--- config.mk ---
export PLATFORM = sky130hd
export DESIGN_NAME = pc_gen
export DESIGN_NICKNAME = d
export VERILOG_FILES = /design/src/rtl/pc_gen.sv
export SDC_FILE = /design/constraint.sdc
export NUM_CORES = 1
export LEC_CHECK = 0
export CAP_MARGIN = 20
export CORE_MARGIN = 5
export CORE_UTILIZATION = 42
export DETAILED_ROUTE_END_ITERATION = 8
export MAX_ROUTING_LAYER = met4
export SLEW_MARGIN = 30
export SYNTH_ARGS = -nofsm -noshare
export SYNTH_HDL_FRONTEND = slang
export SYNTH_SLANG_ARGS = --single-unit
export TNS_END_PERCENT = 10
--- constraint.sdc ---
create_clock -name clk -period 4.3 [get_ports clk]
set_clock_uncertainty 0.2 [all_clocks]
set_input_delay 0.645 -clock clk [delete_from_list [all_inputs] [get_ports clk]]
set_output_delay 0.645 -clock clk [all_outputs]
set_load 0.01 [all_outputs]
--- src/rtl/pc_gen.sv ---
// pc_gen: program-counter generator for the core front end.
//
// Picks the next fetch PC by priority: trap vector, exception return,
// branch/jump redirect, hold, sequential increment. Also keeps the
// saved trap PC (epc) and a circular return-address stack (RAS) that
// predicts the target of return instructions.
//
// Ports:
//   clk          in   clock
//   reset        in   asynchronous, active-low reset
//   stall        in   pipeline stall, holds the PC
//   fetch_ready  in   instruction memory accepts the current PC
//   fetch_valid  out  current PC is a valid fetch request
//   pc           out  current fetch PC (registered)
//   branch_taken in   conditional branch resolved taken
//   is_j_instr   in   direct jump
//   is_jr_instr  in   indirect jump
//   is_call      in   jump is a call, push return address
//   is_ret       in   indirect jump is a return, pop RAS
//   branch_pc    in   computed redirect target
//   trap         in   exception/interrupt taken
//   mret         in   return from trap
//   epc          out  saved trap PC
//   ras_count    out  number of valid RAS entries

module pc_gen #(
    parameter int                XLEN      = 32,
    parameter int                PC_STEP   = 1,
    parameter logic [XLEN-1:0]   RESET_PC  = '0,
    parameter logic [31:0]       TRAP_VEC  = 32'h10,
    parameter int                RAS_DEPTH = 4
) (
    input  logic                          clk,
    input  logic                          reset,
    input  logic                          stall,
    input  logic                          fetch_ready,
    output logic                          fetch_valid,
    output logic [XLEN-1:0]               pc,
    input  logic                          branch_taken,
    input  logic                          is_j_instr,
    input  logic                          is_jr_instr,
    input  logic                          is_call,
    input  logic                          is_ret,
    input  logic [XLEN-1:0]               branch_pc,
    input  logic                          trap,
    input  logic                          mret,
    output logic [XLEN-1:0]               epc,
    output logic [$clog2(RAS_DEPTH):0]    ras_count
);

    localparam int              PTR_W   = $clog2(RAS_DEPTH);
    localparam int              CNT_W   = PTR_W + 1;
    localparam logic [XLEN-1:0] TRAP_PC = XLEN'(TRAP_VEC);
    localparam logic [XLEN-1:0] STEP    = XLEN'(PC_STEP);
    localparam logic [CNT_W-1:0] FULL   = CNT_W'(RAS_DEPTH);

    logic [XLEN-1:0]  r_pc;
    logic [XLEN-1:0]  r_epc;
    logic             r_started;
    logic [XLEN-1:0]  r_ras [RAS_DEPTH];
    // r_ptr is the next free slot; the top of stack sits one below it.
    logic [PTR_W-1:0] r_ptr;
    logic [CNT_W-1:0] r_count;

    logic             w_adv;
    logic             w_redir;
    logic             w_pop;
    logic             w_push;
    logic [PTR_W-1:0] w_topIdx;
    logic [XLEN-1:0]  w_nextSeq;
    logic [XLEN-1:0]  w_target;

    always_comb begin
        fetch_valid = r_started & ~stall;
        w_adv       = fetch_valid & fetch_ready;
        w_redir     = branch_taken | is_j_instr | is_jr_instr;
        w_pop       = is_jr_instr & is_ret & (r_count != '0);
        w_push      = (is_j_instr | is_jr_instr) & is_call;
        w_topIdx    = r_ptr - PTR_W'(1);
        w_nextSeq   = r_pc + STEP;
        // A return with an empty stack falls back to the computed target.
        w_target    = w_pop ? r_ras[w_topIdx] : branch_pc;
    end

    // Redirect sources are flushes, so they bypass stall and fetch_ready.
    // The RAS only moves when the redirect is the selected source.
    always_ff @(posedge clk or negedge reset) begin
        if (!reset) begin
            r_pc      <= RESET_PC;
            r_epc     <= '0;
            r_started <= 1'b0;
            r_ptr     <= '0;
            r_count   <= '0;
            for (int i = 0; i < RAS_DEPTH; i++) begin
                r_ras[i] <= '0;
            end
        end else begin
            r_started <= 1'b1;
            if (trap) begin
                r_pc  <= TRAP_PC;
                r_epc <= r_pc;
            end else if (mret) begin
                r_pc <= r_epc;
            end else if (w_redir) begin
                r_pc <= w_target;
                if (w_pop && w_push) begin
                    // jalr swap: pop then push collapses to replacing the top.
                    r_ras[w_topIdx] <= w_nextSeq;
                end else if (w_pop) begin
                    r_ptr   <= w_topIdx;
                    r_count <= r_count - CNT_W'(1);
                end else if (w_push) begin
                    // When full, r_ptr already points at the oldest entry.
                    r_ras[r_ptr] <= w_nextSeq;
                    r_ptr        <= r_ptr + PTR_W'(1);
                    if (r_count != FULL) begin
                        r_count <= r_count + CNT_W'(1);
                    end
                end
            end else if (w_adv) begin
                r_pc <= w_nextSeq;
            end
        end
    end

    assign pc        = r_pc;
    assign epc       = r_epc;
    assign ras_count = r_count;

endmodule

==> results of run 1 <==
-- report_power, final --
group	leakage (nW)	switching [mW]	internal, mW	total (mW)
clock network	0.283	0.810	0.781	1.59
registers	2.48	0.458	2.54	3.00
logic	2.20	1.24	1.28	2.52
-- routing by layer --
layer | vias up | part of all wire
met4 | 0 | 0.017
met2 | 262 | 0.45
met5 | - | 0
li1 | 3713 | -
met3 | 27 | 0.064
met1 | 3895 | 0.47
-- final cells by class --
type	count	area, sq um
antenna	1	2.502
clock buffer	17	425.4
clock inverter	14	156.4
fill	2158	11540
inverter	16	60.06
multi-input combinational	702	4682
sequential	198	4956
tap	319	399.1
timing repair buffer	140	1325
-- per-stage QoR --
step	util	instances	total power [mW]	cell area, sq um
6_report	0.5100	1407	7.119	12010
3_3_place_gp	0.4852	1375	5.497	11420
3_5_place_dp	0.4852	1375	5.565	11420
2_1_floorplan	-	985	4.675	10050
4_1_cts	0.5099	1406	7.166	12000
5_1_grt	0.5100	1407	7.572	12010
-- how the worst max path moves through the flow --
| stage | slack, ps | end | startpoint |
|---|---|---|---|
| after detailed placement | 750 | r_ras[124] | is_jr_instr |
| after CTS | 1210 | r_ras[123] | is_jr_instr |
| after global routing | 1010 | r_ras[115] | is_jr_instr |
| after global placement | 860 | r_ras[119] | is_jr_instr |
| final | 1200 | ras_count[1] | is_jr_instr |
| after floorplan | 740 | r_ras[76] | is_jr_instr |
-- sequential cells by signal (all words and copies together) (netlist names) --
signal	count
r_ras	128
epc	32
r_ptr	2
r_started	1
ras_count	3
pc	32
-- kinds of logic (layout without fill, tap and decap cells) --
kind of cell	count (synthesis)	after routing	synth area share
simple gates	344	344	0.1606
xor+xnor	29	29	0.02527
buf+inv	85	187	0.04481
mux	73	73	0.1164
flops	198	198	0.4930
fa+ha+maj	11	11	0.01444
other cells	1	2	0.0003731
compound gates	244	244	0.1452
-- critical path: cells and delay by family --
kind / cells / cell delay [ps]
adder cells (fa/ha/maj): 1 / 230
multiplexers: 1 / 320
AO/OA/AOI/OAI: 2 / 490
AND/OR/NAND/NOR: 1 / 200
buffers and inverters: 4 / 1330
-- placed cells by master (no fill, tap or decap), drive strengths merged, types with 3 or more instances in the layout --
cell           count
o311ai             3
buf               31
xor2              11
or4                5
mux2              31
a221o             10
nor2b              3
nand2             90
or3                5
clkbuf            18
clkinv             5
ha                10
and3              14
clkdlybuf4s50    108
nand4             14
a22oi              3
o21ai             29
mux4              32
inv               24
a21oi            144
nand3             26
o31ai              8
and2               4
o21a               4
nor3              15
o211ai             3
nor4               8
and4               4
a211oi            15
xnor2             18
nor2             149
mux2i             10
dfrtp            198
or2                3
a211o              4
a31oi              3
==> results.md, run 1 <==
- GR Util met2: 0.3148
- Dpl hpwl: 20030 um
- Post-Syn Instances: 985
- Synthesized area: 0.01005 sq mm
- RSZ-0062 raised after global routing: false
- Cts hold-fix bufs: 0
- Worst Setup Slack, final: 1197 ps
- Post-route setup TNS: 0 ps
- Yosys top cell by area: dfrtp_1
- Hold_ws: 31.11 ps
- Critical Path Most Common Cell: buf_4
- CP Class: primary input to flop
- Status: finished clean
- Ys Warns: 0
- Vias per inst: 5.613
- H-Tree Depth: 4
- DRT antenna net count: 0
- IO Count: 111
- Synth top area share: 0.4930
- Final hold viol count: 0
- Syn Nets: 1039
- Final Max Tran Viols: 0
- # port buffers: 110
- Gpl congestion: 0.9187
- Worst r2r dst: r_ras[86]
- GRT busiest layer: met1
- Worst-margin pin slew: 879.6 ps
- Post-CTS Setup Inserts: 0
- Nets@finish: 1129
- Worst relative slew slack: 0.4074
- Seq cells post-synth: 198
- Power density over the cells: 592.9 mW/mm^2
- Worst EP required: 4430 ps
- Die ar.: 0.02712 sq mm
- Number of CTS-inserted buffers: 17
- Leak: 4.966 nW
- GR Layer Usage met3: 0.03095
- Fmax: 322.3 MHz
- Final setup fails: 0
- Most frequent cell after synthesis: dfrtp_1
- Post-synthesis sequential area ratio: 0.4930
- Tot GR Track Use: 0.2187
- Routed vias: 7897
- Worst setup SP type: primary input
- Peak supply drop: 0.3304 mV
- Worst Path Max Fanout: 37
- Flop-to-flop setup slack: 1260 ps
- Std cell rows: 56
- TritonRoute pass-1 iters: 5
- Max-Cap Viols: 0
- Area Overhead vs Synth: 19.46%
- Prevailing post-synth register cell: dfrtp_1
- CTS sink cnt: 198
- Post-synth top cells: dfrtp_1 (198), nor2_1 (149), a21oi_1 (144)
- Number of DRC markers in iteration 0: 792
- Synth area leaders: dfrtp_1 (49%), a21oi_1 (7.2%), mux4_2 (7.2%)
- Clock root cell: clkbuf_16
- Post-Route WL: 28070 um
- Vias in the first global route: 7600
- CTS tree: done
- Residual DRC: 0
- Skew-Pair Late Insertion Delay: 440 ps
- Critical path's slowest cell: clkdlybuf4s50_1
- GRT overflow: 0
- Initial antenna violation count: 1
- Worst path cell trace: clkdlybuf4s50_1 > o311a_1 > buf_4 > inv_1 > buf_4 > ha_1 > nor3_1 > o21ai_0 > mux2_2
- Crit. End Element: flop
- DR WL/cell: 19.95 um
- Worst Reg-to-Reg Cells: 6
- Hold Path Class: primary input to async pin
- Worst-path clk slew: 80 ps
- Netlist cell types: 69
- Die H: 164.7 um
- WP data arrival: 3230 ps
- Clock tree buffer depth: 2
- Initial Utilization: 0.4269
- CP max stage delay: 610 ps
- Core box area: 0.02354 sq mm
- Async SR Flop Fraction: 1.000
- Resize count post-CTS: 0
- Post-synth EDFFs: 0
- Fin crit share: 0.7215
- Syn_area_per_cell: 10.20 sq um
- FF-to-FF Start: pc[0]
- Place WS: 754.6 ps
- Largest net degree at the start of global routing: 91
- Share of post-route cells with drive strength above 1: 0.1389
- First-pass GRT wire length: 44400 um
- Post-layout min period: 3103 ps
- Die width: 164.7 um
- M1 GR Usage: 0.3239
(Power assumes the default switching activity.)
==> run 2, diff against run 1 <==
- clock period: 4.3 -> 3 ns (I/O delays scaled with it)
==> run 2 against run 1 <==
Against the previous run: worst hold slack improved by 150 ps; routed wire length rose by 1.5%; design area rose by 4.1%; setup slack got worse by 860 ps; utilization rose by 2.1 points; via count rose by 2.1%; register-to-register slack got worse by 920 ps; highest routed layer unchanged.
==> results.md, run 2 (synthesis gave the netlist of run 1 again) <==
- Final Max Tran Viols: 0 (unchanged)
- Area Overhead vs Synth: 24.30%
- Commonest non-fill, non-tap cell in the layout: dfrtp_1
- First-pass GRT wire length: 45860 um (+3.3%)
- Std cell rows: 56 (unchanged)
- Gpl congestion: 0.9017 (-1.9%)
- Final hold viol count: 0 (unchanged)
- Crit. End Element: flop
- Worst Path Max Fanout: 12 (-68%)
- Largest net degree at the start of global routing: 82 (-9.9%)
- Initial antenna violation count: 0 (-1)
- CTS tree: done
- Max-Cap Viols: 0 (unchanged)
- Max FFs per register: 128 (unchanged)
- IO Count: 111 (unchanged)
- Biggest register: r_ras
- Worst-path clk slew: 80 ps (about the same)
- Fin crit share: 0.8877
- DR WL/cell: 19.69 um (-1.3%)
- Worst EP required: 3160 ps (-1270 ps)
- Tot GR Track Use: 0.2249 (+0.006154)
- Worst-margin pin slew: 719.3 ps (-160.2 ps)
- Dpl hpwl: 20380 um (+1.8%)
- Worst relative slew slack: 0.5204 (+0.1130)
- Post-route setup TNS: 0 ps (unchanged)
- Post-layout min period: 2663 ps
- Nets@finish: 1169 (+3.5%)
- Residual DRC: 0 (unchanged)
- TritonRoute pass-1 iters: 5 (unchanged)
- Final setup fails: 0 (unchanged)
- # diodes: 0 (-1)
- Commonest cells after routing, fill and taps aside: dfrtp_1 (197), nor2_1 (145), a21oi_1 (144), clkdlybuf4s50_1 (108), nand2_1 (90)
- Die H: 164.7 um (unchanged)
- Hold_ws: 182.1 ps (+151.0 ps)
- # port buffers: 110 (unchanged)
- Clock root cell: clkbuf_16
- Worst setup SP type: flop
- Power density over the cells: 830.3 mW/mm^2 (+40%)
- Hold Path Class: primary input to flop
- GRT overflow: 0 (unchanged)
- Skew-Pair Late Insertion Delay: 440 ps (about the same)
- Peak supply drop: 0.4132 mV (+25%)
- Core box area: 0.02354 sq mm (unchanged)
- RSZ-0062 raised after global routing: false
- Clock tree buffer depth: 2 (unchanged)
- Status: finished clean
- Vias per inst: 5.570 (-0.76%)
- Post-Route WL: 28490 um (+1.5%)
- H-Tree Depth: 4 (unchanged)
- Die ar.: 0.02712 sq mm (unchanged)
- Routed vias: 8060 (+2.1%)
- Initial Utilization: 0.4269 (unchanged)
- Leak: 5.214 nW (+5.0%)
- Die width: 164.7 um (unchanged)
- CP Class: flop to flop
- DRT antenna net count: 0 (unchanged)
- CTS sink cnt: 198 (unchanged)
- Vias in the first global route: 7884 (+3.7%)
- Resize count post-CTS: 0 (unchanged)
- WP data arrival: 2820 ps (-410 ps)
- Layout filler cell count: 2119 (-1.8%)
- Share of post-route cells with drive strength above 1: 0.1684 (+0.02953)
- Number of CTS-inserted buffers: 17 (unchanged)
- Fmax: 375.5 MHz
- Number of DRC markers in iteration 0: 719 (-9.2%)
[run 2: changes by cell type in the layout (fill, tap and decap cells not counted), sizes merged]
cell | previous run | this run
buf | 31 | 70
bufinv | 0 | 1
clkbuf | 18 | 19
clkinvlp | 1 | 2
diode | 1 | 0
dlygate4sd3 | 0 | 1
inv | 24 | 22
[run 2: final timing paths]
path | slack [ps] | end | startpoint | depth (start not counted)
worst max-delay path | 340 | r_ras[88] | pc[15] | 6
worst min-delay path | 180 | pc[25] | trap | 4
worst max register to register | 340 | r_ras[88] | pc[15] | 6
worst min register to register | 310 | r_ras[1] | r_ras[1] | 1
max in group asynchronous | 1400 | r_ras[11] | reset | 3
min in group asynchronous | 410 | r_ras[92] | reset | 2
[run 2: repair_timing]
action                    CTS  global route
hold endpoints to repair   75             0
setup buffers               0             0
hold buffers                1             0
[run 2: stage by stage]
stage / power [mW] / setup slack, ps / util / instance area (sq um) / instances
after floorplan: 6.751 / 32.53 / - / 10090 / 985
after global placement: 8.023 / 116.0 / 0.5050 / 11890 / 1414
after detailed placement: 8.095 / 61.16 / 0.5050 / 11890 / 1414
after CTS: 10.44 / 352.1 / 0.5307 / 12490 / 1447
after global routing: 11.06 / 142.3 / 0.5307 / 12490 / 1447
final: 10.37 / 336.8 / 0.5307 / 12490 / 1447
[run 2: where the power goes]
group | total [mW] | switching [mW] | internal (mW)
clock | 2.32 | 1.13 | 1.19
combinational | 3.78 | 1.82 | 1.96
sequential | 4.27 | 0.624 | 3.65
[run 2: metal layers]
| layer | vias to the layer above | GRT usage | wire length, um |
|---|---|---|---|
| li1 | 3806 | - | - |
| met1 | 3942 | 0.3381 | 13560 |
| met2 | 276 | 0.3183 | 12660 |
| met3 | 36 | 0.03594 | 1825 |
| met4 | 0 | 0.05974 | 450 |
| met5 | - | - | 0 |
[run 2: final cells by class]
type | instances | area (sq um) | share of cell area
Sequential cell | 198 | 4956 | 0.3967
Multi-Input combinational cell | 702 | 4682 | 0.3748
Timing Repair Buffer | 180 | 1803 | 0.1443
Clock buffer | 18 | 429.2 | 0.03435
Tap cell | 319 | 399.1 | 0.03195
Clock inverter | 14 | 163.9 | 0.01312
Inverter | 16 | 60.06 | 0.004807
[run 2: critical path: stages (launching register included)]
cell and delay [ps]:
dfrtp_1 500, nand3_1 260, or4_4 610, or4_4 550
xor2_1 160, buf_4 170, a21oi_1 130
==> run 3, diff against run 2 <==
- CORE_MARGIN: 5 -> 2
==> run 3 against run 2 <==
Against the previous run: sequential share of layout area increased by 0.38 points; utilization decreased by 0.34 points; maximum frequency decreased by 0.15%; cell count decreased by 0.62%; critical endpoint is now r_ras[61]; setup slack got worse by 3.9 ps; routed wire length decreased by 1.9%; flip-flop and latch count unchanged; largest power group unchanged; critical path depth unchanged; die area decreased by 7.2%.
==> results.md, run 3 (synthesis gave the netlist of run 1 again) <==
- Status: finished clean
- CTS sink cnt: 198 (unchanged)
- Area Overhead vs Synth: 23.13%
- Worst Reg-to-Reg Cells: 6 (unchanged)
- Hold path depth: 3 (-1)
- Total Power: 10.31 mW (-0.58%)
- Fmax: 374.9 MHz (-0.15%)
- Post-layout min period: 2667 ps (+3.935 ps)
- Commonest cells after routing, fill and taps aside: dfrtp_1 (197), nor2_1 (145), a21oi_1 (144), clkdlybuf4s50_1 (108), nand2_1 (90)
- Post-CTS Setup Inserts: 0 (unchanged)
- Max FFs per register: 128 (unchanged)
- FF-to-FF Start: pc[6]
- Clock root cell: clkbuf_16
- Die H: 158.7 um (-3.6%)
- Std cell rows: 56 (unchanged)
- Peak supply drop: 0.6075 mV (+47%)
- Gpl congestion: 0.8907 (-1.2%)
- Worst Path Max Fanout: 10 (-2)
- Vias in the first global route: 7637 (-3.1%)
- Finished Cell Area: 0.01238 sq mm (-0.94%)
- WP data arrival: 2760 ps (-60 ps)
- Number of CTS-inserted buffers: 17 (unchanged)
- Worst Setup Slack, final: 332.9 ps (-3.935 ps)
- Share of post-route cells with drive strength above 1: 0.1618 (-0.006688)
- Worst r2r dst: r_ras[61]
- DRT antenna net count: 0 (unchanged)
- Worst-margin pin slew: 697.5 ps (-21.84 ps)
- Final setup fails: 0 (unchanged)
- IO Count: 111 (unchanged)
- Post-Route WL: 27960 um (-1.9%)
- Max-Cap Viols: 0 (unchanged)
- # port buffers: 110 (unchanged)
- RSZ-0062 raised after global routing: false
- Worst EP required: 3090 ps (-70 ps)
- Dpl hpwl: 20220 um (-0.77%)
- Vias per inst: 5.521 (-0.88%)
- # diodes: 0 (unchanged)
- Layout filler cell count: 2126 (+0.33%)
- CP Class: flop to flop
- Skew-Pair Late Insertion Delay: 440 ps (about the same)
- Post-route setup TNS: 0 ps (unchanged)
- Flop-to-flop setup slack: 330 ps (about the same)
- Biggest register: r_ras
- Nets@finish: 1160 (-0.77%)
- Commonest non-fill, non-tap cell in the layout: dfrtp_1
- Die ar.: 0.02518 sq mm (-7.2%)
- Place WS: 7.171 ps (-53.99 ps)
- Core box area: 0.02347 sq mm (-0.30%)
- Routed vias: 7939 (-1.5%)
- Number of DRC markers in iteration 0: 675 (-6.1%)
- Hold Path Sink: pc[22]
- Cts hold-fix bufs: 1 (unchanged)
- Clock tree buffer depth: 2 (unchanged)
- Final Max Tran Viols: 0 (unchanged)
- Placed cell areas: 0.01179 sq mm (-0.88%)
- CTS tree: done
- Largest net degree at the start of global routing: 66 (-20%)
- Leak: 5.153 nW (-1.2%)
- TritonRoute pass-1 iters: 7 (+2)
- Worst setup SP type: flop
- Finished Layout Cells: 1438 (-0.62%)
- Initial antenna violation count: 0 (unchanged)
- Hold_ws: 241.4 ps (+59.34 ps)
- Final hold viol count: 0 (unchanged)
- Power density over the cells: 833.3 mW/mm^2 (+0.36%)
- Resize count post-CTS: 0 (unchanged)
- Die width: 158.7 um (-3.6%)
- First-pass GRT wire length: 44140 um (-3.7%)
- Worst relative slew slack: 0.5317 (+0.01122)
- Layout Utilization: 0.5272 (-0.003426)
- Worst-path clk slew: 80 ps (about the same)
- Placed cells: 1405 (-0.64%)
- Crit. End Element: flop
- Residual DRC: 0 (unchanged)
- DR WL/cell: 19.45 um (-1.2%)
- Tot GR Track Use: 0.2374 (+0.01255)
- Fin crit share: 0.8890 (+0.001312)
- H-Tree Depth: 4 (unchanged)
- Hold Path Class: primary input to flop
- Hold wc startpoint: trap
- Initial Utilization: 0.4282 (+0.001274)
- GRT overflow: 0 (unchanged)
[run 3: cell types whose count changed in the layout (fill, tap and decap cells not counted), sizes merged]
cell      change
buf           -9
clkinvlp      -1
bufinv        -1
clkinv        -1
inv           +3
[run 3: layer usage]
metal  track usage  part of all wire
met1        0.3477              0.48
met2        0.3342              0.44
met3       0.04355             0.053
met4       0.07508             0.022
met5             -                 0
[run 3: how the worst max path moves through the flow]
stage                             from         to  depth (start not counted)  slack [ps]
after floorplan               r_ptr[0]     pc[29]                         12          30
after global placement          is_ret  r_ras[60]                          9          70
after detailed placement        is_ret  r_ras[66]                          9           7
after CTS                 ras_count[0]      pc[5]                          7         350
after global routing      ras_count[0]      pc[8]                          7         190
final                            pc[6]  r_ras[61]                          6         330
[run 3: power by group]
group | internal, mW | switching (mW)
clock network | 1.12 | 1.16
registers | 3.65 | 0.646
logic | 1.94 | 1.80
total | 6.71 | 3.60
[run 3: critical path, stage by stage, from the launching register on]
cell and delay [ps]:
dfrtp_1 510, nand4_2 220, or4_4 580, buf_4 220
nor4_4 310, xnor2_1 330, a21oi_1 140
[run 3: cell type report]
class | instances | area, sq um | share of cell area
Sequential cell | 198 | 4956 | 0.4005
Multi-Input combinational cell | 702 | 4682 | 0.3783
Timing Repair Buffer | 171 | 1698 | 0.1372
Clock buffer | 18 | 429.2 | 0.03468
Tap cell | 319 | 399.1 | 0.03225
Clock inverter | 14 | 151.4 | 0.01223
Inverter | 16 | 60.06 | 0.004853
